**src/rtl/pipeline_ctrl.sv**
```systemverilog
// pipeline_ctrl: central sequencer for the 5-stage pipeline; generates stage load/flush
// enables, owns the imem/dmem handshakes and keeps stall/redirect performance counters.
`default_nettype none

module pipeline_ctrl #(
   parameter int CNT_WIDTH   = 32,
   parameter int BOOT_CYCLES = 2
) (
   input  logic                 clk,
   input  logic                 rst,
   input  logic                 imem_resp,
   input  logic [31:0]          imem_rdata,
   output logic                 imem_read,
   output logic [31:0]          instr_out,
   input  logic                 dmem_read_req,
   input  logic                 dmem_write_req,
   input  logic                 dmem_resp,
   input  logic [31:0]          dmem_rdata,
   output logic                 dmem_read,
   output logic                 dmem_write,
   output logic [31:0]          dmem_rdata_out,
   input  logic [4:0]           id_rs1,
   input  logic [4:0]           id_rs2,
   input  logic                 id_uses_rs1,
   input  logic                 id_uses_rs2,
   input  logic [4:0]           ex_rd,
   input  logic                 ex_is_load,
   input  logic                 br_taken,
   output logic                 pc_load,
   output logic                 if_id_load,
   output logic                 id_ex_load,
   output logic                 ex_mem_load,
   output logic                 mem_wb_load,
   output logic                 if_id_flush,
   output logic                 id_ex_flush,
   output logic                 pc_sel_redirect,
   output logic [CNT_WIDTH-1:0] stall_cycles,
   output logic [CNT_WIDTH-1:0] flush_count
);

   typedef enum logic [0:0] {
      BOOT = 1'b0,
      RUN  = 1'b1
   } state_t;

   localparam logic [3:0]           BOOT_LAST = 4'(BOOT_CYCLES - 1);
   localparam logic [CNT_WIDTH-1:0] CNT_ONE   = {{(CNT_WIDTH-1){1'b0}}, 1'b1};

   state_t      state;
   logic [3:0]  boot_cnt;
   logic        imem_done;
   logic        dmem_done;
   logic [31:0] ihold;
   logic [31:0] dhold;

   logic running;
   logic imem_ok;
   logic dmem_ok;
   logic advance;
   logic hazard;
   logic redirect;
   logic ld_stall;

   assign running  = (state == RUN);
   assign imem_ok  = imem_done | imem_resp;
   assign dmem_ok  = ~(dmem_read_req | dmem_write_req) | dmem_done | dmem_resp;
   assign advance  = running & imem_ok & dmem_ok;

   assign hazard   = ex_is_load & (ex_rd != 5'd0) &
                     ((id_uses_rs1 & (id_rs1 == ex_rd)) | (id_uses_rs2 & (id_rs2 == ex_rd)));
   // A redirect squashes the ID instruction, so its hazard is irrelevant.
   assign redirect = advance & br_taken;
   assign ld_stall = advance & ~br_taken & hazard;

   assign imem_read  = running & ~imem_done;
   assign dmem_read  = running & dmem_read_req  & ~dmem_done;
   assign dmem_write = running & dmem_write_req & ~dmem_done;

   assign instr_out      = imem_done ? ihold : imem_rdata;
   assign dmem_rdata_out = dmem_done ? dhold : dmem_rdata;

   assign pc_load         = advance & ~ld_stall;
   assign if_id_load      = advance & ~ld_stall;
   assign id_ex_load      = advance;
   assign ex_mem_load     = advance;
   assign mem_wb_load     = advance;
   assign if_id_flush     = redirect;
   assign id_ex_flush     = redirect | ld_stall;
   assign pc_sel_redirect = redirect;

   always_ff @(posedge clk or negedge rst) begin
      if (!rst) begin
         state        <= BOOT;
         boot_cnt     <= 4'd0;
         imem_done    <= 1'b0;
         dmem_done    <= 1'b0;
         ihold        <= 32'd0;
         dhold        <= 32'd0;
         stall_cycles <= '0;
         flush_count  <= '0;
      end else begin
         case (state)
            BOOT: begin
               if (boot_cnt == BOOT_LAST) begin
                  state <= RUN;
               end else begin
                  boot_cnt <= boot_cnt + 4'd1;
               end
            end
            RUN: begin
               if (!advance) begin
                  stall_cycles <= stall_cycles + CNT_ONE;
                  if (imem_resp && !imem_done) begin
                     imem_done <= 1'b1;
                     ihold     <= imem_rdata;
                  end
                  if (dmem_resp && !dmem_done) begin
                     dmem_done <= 1'b1;
                     dhold     <= dmem_rdata;
                  end
               end else if (br_taken) begin
                  imem_done   <= 1'b0;
                  dmem_done   <= 1'b0;
                  flush_count <= flush_count + CNT_ONE;
               end else if (hazard) begin
                  // IF holds: keep the fetched word so the stalled slot needs no re-fetch.
                  stall_cycles <= stall_cycles + CNT_ONE;
                  imem_done    <= 1'b1;
                  dmem_done    <= 1'b0;
                  if (!imem_done) begin
                     ihold <= imem_rdata;
                  end
               end else begin
                  imem_done <= 1'b0;
                  dmem_done <= 1'b0;
               end
            end
            default: state <= BOOT;
         endcase
      end
   end

endmodule

`default_nettype wire

```
**config.mk**
```make
export PLATFORM = sky130hd
export DESIGN_NAME = pipeline_ctrl
export DESIGN_NICKNAME = d
export VERILOG_FILES = /design/src/rtl/pipeline_ctrl.sv
export SDC_FILE = /design/constraint.sdc
export NUM_CORES = 1
export LEC_CHECK = 0
export CORE_MARGIN = 2
export CORE_UTILIZATION = 40
export DETAILED_ROUTE_END_ITERATION = 6
export HOLD_SLACK_MARGIN = 0.1
export PLACE_DENSITY = 0.75
export SLEW_MARGIN = 20
export SYNTH_ARGS = -nofsm -noshare
export SYNTH_HDL_FRONTEND = slang
export SYNTH_SLANG_ARGS = --single-unit
export TNS_END_PERCENT = 5
```
**constraint.sdc**
```tcl
create_clock -name clk -period 2.7 [get_ports clk]
set_input_delay 0.81 -clock clk [delete_from_list [all_inputs] [get_ports clk]]
set_output_delay 0.81 -clock clk [all_outputs]
set_load 0.02 [all_outputs]
```
After elaboration in Yosys (flattened, before gate mapping)
Cells that the tools add are included.
{"block": "totals", "reg_bits": 135, "inputBits": 89, "out_inout_bits": 139, "elab_cells": 76}
{"block": "op_classes", "bitwise_logic": 29, "n_reduce_logical": 14, "eq_ne": 5, "muxes": 17, "addsub": 3}
{"cell": "$mux 32", "count": 9}
{"cell": "$add 32x1->32 const B", "count": 2}
{"cell": "$and 1x1->1", "count": 15}
{"cell": "$eq 5x5->1", "count": 2}
{"cell": "$reduce_and 3->1", "count": 3}
{"cell": "$mux 1", "count": 8}
{"cell": "$not 1->1", "count": 8}
{"cell": "$or 1x1->1", "count": 6}
{"cell": "$reduce_and 2->1", "count": 3}
{"cell": "$reduce_bool 5->1", "count": 1}
{"cell": "$add 4x1->4 const B", "count": 1}
{"cell": "$eq 4x1->1 const B", "count": 1}
{"cell": "$reduce_and 4->1", "count": 1}
{"cell": "$reduce_bool 2->1", "count": 2}
{"cell": "$logic_and 1x1->1", "count": 2}
{"cell": "$logic_not 1->1", "count": 2}
{"cell": "$ne 2x1->1 const B", "count": 1}
{"cell": "$ne 2x2->1 const B", "count": 1}

Logic depth before layout (Yosys ltp)
{"block": "logic_depth", "ltp_word": 9, "mapped_depth": 8, "mapped_depth_nobuf": 6}

Worst setup path after synthesis
Ideal clock, no wire load.
{"block": "synth_path", "path_kind": "input to output", "startpoint": "input port dmem_write_req", "endpoint": "output port pc_load", "n_path_buf": 2, "arrival_time_ns": 2.094, "cell_stages": 6, "t_required_ns": 1.890, "slack_ns": -0.204, "path_cell_list": "nor2_1 > nor3_2 > nor2_1 > a21boi_2 > buf_4 > buf_4"}
{"block": "synth_via", "elab_chain_cells": 9}
{"element": "from (decl)", "line": "16", "text": "input logic dmem_write_req,"}
{"element": "$or 1x1->1 *", "line": "66", "text": "assign dmem_ok = ~(dmem_read_req | dmem_write_req) | dmem_done | dmem_resp;"}
{"element": "$not 1->1 *", "line": "66"}
{"element": "$or 1x1->1 * (2 in series)", "line": "66"}
{"element": "$and 1x1->1 *", "line": "67", "text": "assign advance = running & imem_ok & dmem_ok;"}
{"element": "named net ex_mem_load", "line": "32", "text": "output logic ex_mem_load,"}
{"element": "$and 1x1->1 (2 in series)", "line": "73", "text": "assign ld_stall = advance & ~br_taken & hazard;"}
{"element": "$not 1->1"}
{"element": "$and 1x1->1 *"}
{"element": "to (decl)", "line": "29", "text": "output logic pc_load,"}
Mark *: on every way through the listed nets, which the timed path passes. The rest lies on a longest branch.

Worst setup path in the final report
{"block": "layout_path", "startpoint": "input port ex_rd[3]", "endpoint": "output port id_ex_flush"}
{"block": "layout_via", "elab_chain_cells": 6, "elab_cells_between_ends": 10, "cone_classes": "eq/ne (2); bitwise (7); reduce/logical (1)"}
{"element": "from (decl)", "line": "26", "text": "input logic [4:0] ex_rd,"}
{"element": "$eq 5x5->1", "line": "70", "text": "((id_uses_rs1 & (id_rs1 == ex_rd)) | (id_uses_rs2 & (id_rs2 == ex_rd)));"}
{"element": "$and 1x1->1", "line": "70"}
{"element": "$or 1x1->1", "line": "70"}
{"element": "$and 1x1->1 *", "line": "69", "text": "assign hazard = ex_is_load & (ex_rd != 5'd0) &"}
{"element": "$and 1x1->1 *", "line": "73"}
{"element": "$or 1x1->1 *", "line": "88", "text": "assign id_ex_flush = redirect | ld_stall;"}
{"element": "to (decl)", "line": "35", "text": "output logic id_ex_flush,"}
Mark *: on every way between the ends. The rest lies on a longest branch, timed or not.

==> metrics <==
outcome finished with violations; failing checks setup timing; number of global-route vias before repair 5681; relative slew slack 65.5%; fraction of registers with async set/reset 100%; critical-path cell list buf_6 > or4_4 > nor2_4 > nor3b_4 > a21oi_2 > nor3_2 > buf_4; max-slew violation count 0; Tcrit/Tclk final 106%; most frequent cells in the layout 134 x dfrtp_1, 131 x clkdlybuf4s50_1, 97 x mux2_2; EDFF count, synth 0; fin cells 1034; reg2reg path depth 7; crit path max fanout 3; die width 135 um; Post-synth top flop dfrtp_1; CP max stage cell or4_4; RSZ-0062 raised after global routing true; DPL Wire Length 13.1 mm; dpl cells 999; worst hold slack 356 ps; commonest non-fill, non-tap cell in the layout dfrtp_1; CTS clock-pin slew for the worst setup and hold paths 60 ps; IO Count 228; Worst-Skew Late Latency 410 ps; Synth top area share 49.0%; Max Cap Viol 0; first-pass GRT wire length 29.8 mm; Die Y 135 um; Final Hold Fails 0; P&R area growth vs syn 49.1%; placer congestion estimate 0.820; Syn Inst Count 530; endpoint class of the critical path primary output; antenna violations before repair 1; # rows 47; antenna-violating nets left 0; port buffer count 227; synth unique cells 43; post-synthesis instance area 6890 um^2; TritonRoute pass-1 iters 4; final WL 18.6 mm; Setup Skew 6.81 ps; worst vdd ir 0.000380 V; core area 16700 um^2; # diodes 0; Tightest Pin Transition 517 ps; Avg Cell Area, Syn 13.0 um^2; WP data arrival 2050 ps; Max clock buf depth 2; PwrDens 762 nW/um^2; number of clock sinks 135; kind of critical path in2out; Remaining DRCs 0; Clock Tree Root clkbuf_16; worst hold path class in2async; Vias/cell 5.07; FF+latch count, synth 135; Critical Path Source Type input pin; synth warn 0; initial core utilization 41.2%; total power 7.82 mW; H-tree depth 4; leading area contributor after synthesis dfrtp_1; # setup viols final 8; Worst EP required 1890 ps; 1st-iter DRT viols 148; CTS tree built; CTS Buf Count 17; top post-synthesis cells by area dfrtp_1 49%, mux2_2 16%, mux2_4 6.5%; minimum clock period after layout 2860 ps; Fillers 1349; WL/cell 18.0 um; final worst slack -158 ps; critical path's largest stage delay 530 ps; share of cells above drive strength 1 32.7%; Leak 4.46 nW; total nets after synthesis 623; Die Footprint 18300 um^2; largest net degree at the start of global routing 52; Overflow after GRT 0; Max Freq 350 MHz; post-layout util 61.5%; sequential fraction of the synthesis area 49.0%; Via Count 5245; Total GRT Usage 20.7%; Layout Nets 894
[routing by layer]
layer	routed length (um)	up-vias	track usage [%]
met5	12	-	0
li1	-	2422	-
met1	7840	2604	25.4
met3	1260	26	5.54
met2	9170	191	35.6
met4	297	2	6.71
[cell type report]
class / instances / area [um^2] / share of cell area (%)
clock buffers: 21 / 460 / 4.48
clock inverters: 11 / 101 / 0.987
inverters: 2 / 7.51 / 0.0731
multi-input cells: 365 / 3420 / 33.3
flip-flops and latches: 135 / 3380 / 32.9
well taps: 220 / 275 / 2.68
repair buffers: 280 / 2620 / 25.5
[flip-flops by register name, summed over array words and instances (netlist names)]
register      count
dhold            32
flush_count      32
ihold            32
stall_cycles     32
boot_cnt          4
dmem_done         1
imem_done         1
running           1
[timing repair]
item,4_1_cts,5_1_grt
cloned,0,0
pin swaps,20,10
setup buffers,2,2
resized for setup,169,14
endpoints found under the setup margin,116,16
hold buffers,0,0
[synth_stat cells (2+ instances only)]
master,number
mux2_2,97
nand2_1,33
ha_1,4
mux2_4,30
inv_1,2
nor3_2,9
nand4_4,2
nor2_1,14
and4_1,7
nor4_1,2
and2_1,5
nor4_4,2
nand3_1,16
nor2b_1,3
nor4b_2,7
buf_4,8
xor2_1,33
nand3b_1,2
nor3_1,8
dfrtp_1,135
buf_1,4
nand4b_1,4
a21oi_1,2
buf_2,2
clkbuf_1,10
mux2_1,3
and3_1,12
or4b_1,2
xnor2_1,42
buf_6,4
nand4_1,14
[report_power, final]
part | internal (mW) | switching, mW
sequential | 2.55 | 0.380
clock | 1.31 | 0.871
combinational | 1.45 | 1.26
total | 5.31 | 2.51
[worst max-delay path, delay by kind of cell]
family / cells / cell delay (ps)
AOI/OAI and AO/OA: 1 / 160
and+or+nand+nor: 4 / 820
buffers and inverters: 2 / 250
[cell families after synthesis]
logic type      share of synthesized area, %
simple gates                            14.2
mux                                     23.0
buf+inv                                 2.54
compound gates                         0.944
xor+xnor                                9.54
fa+ha+maj                              0.727
flops                                   49.0
[metrics by stage]
step	TNS (ps)	setup slack (ps)	area (um^2)
after global routing	-1070	-207	10300
final	-654	-158	10300
after floorplan	-169	-148	6900
after CTS	-1070	-190	10200
after detailed placement	-51870	-1110	9740
after global placement	-45380	-1100	9740
[worst paths after layout]
path	start	to	slack, ps
min in group clk	boot_cnt[3]	boot_cnt[3]	480
worst min register to register	boot_cnt[3]	boot_cnt[3]	480
worst max register to register	dmem_done	stall_cycles[21]	590
worst min-delay path	rst	ihold[1]	360
worst max-delay path	ex_rd[3]	id_ex_flush	-160
max in group asynchronous	rst	dhold[19]	1690
Power figures use the tool's default switching activity.
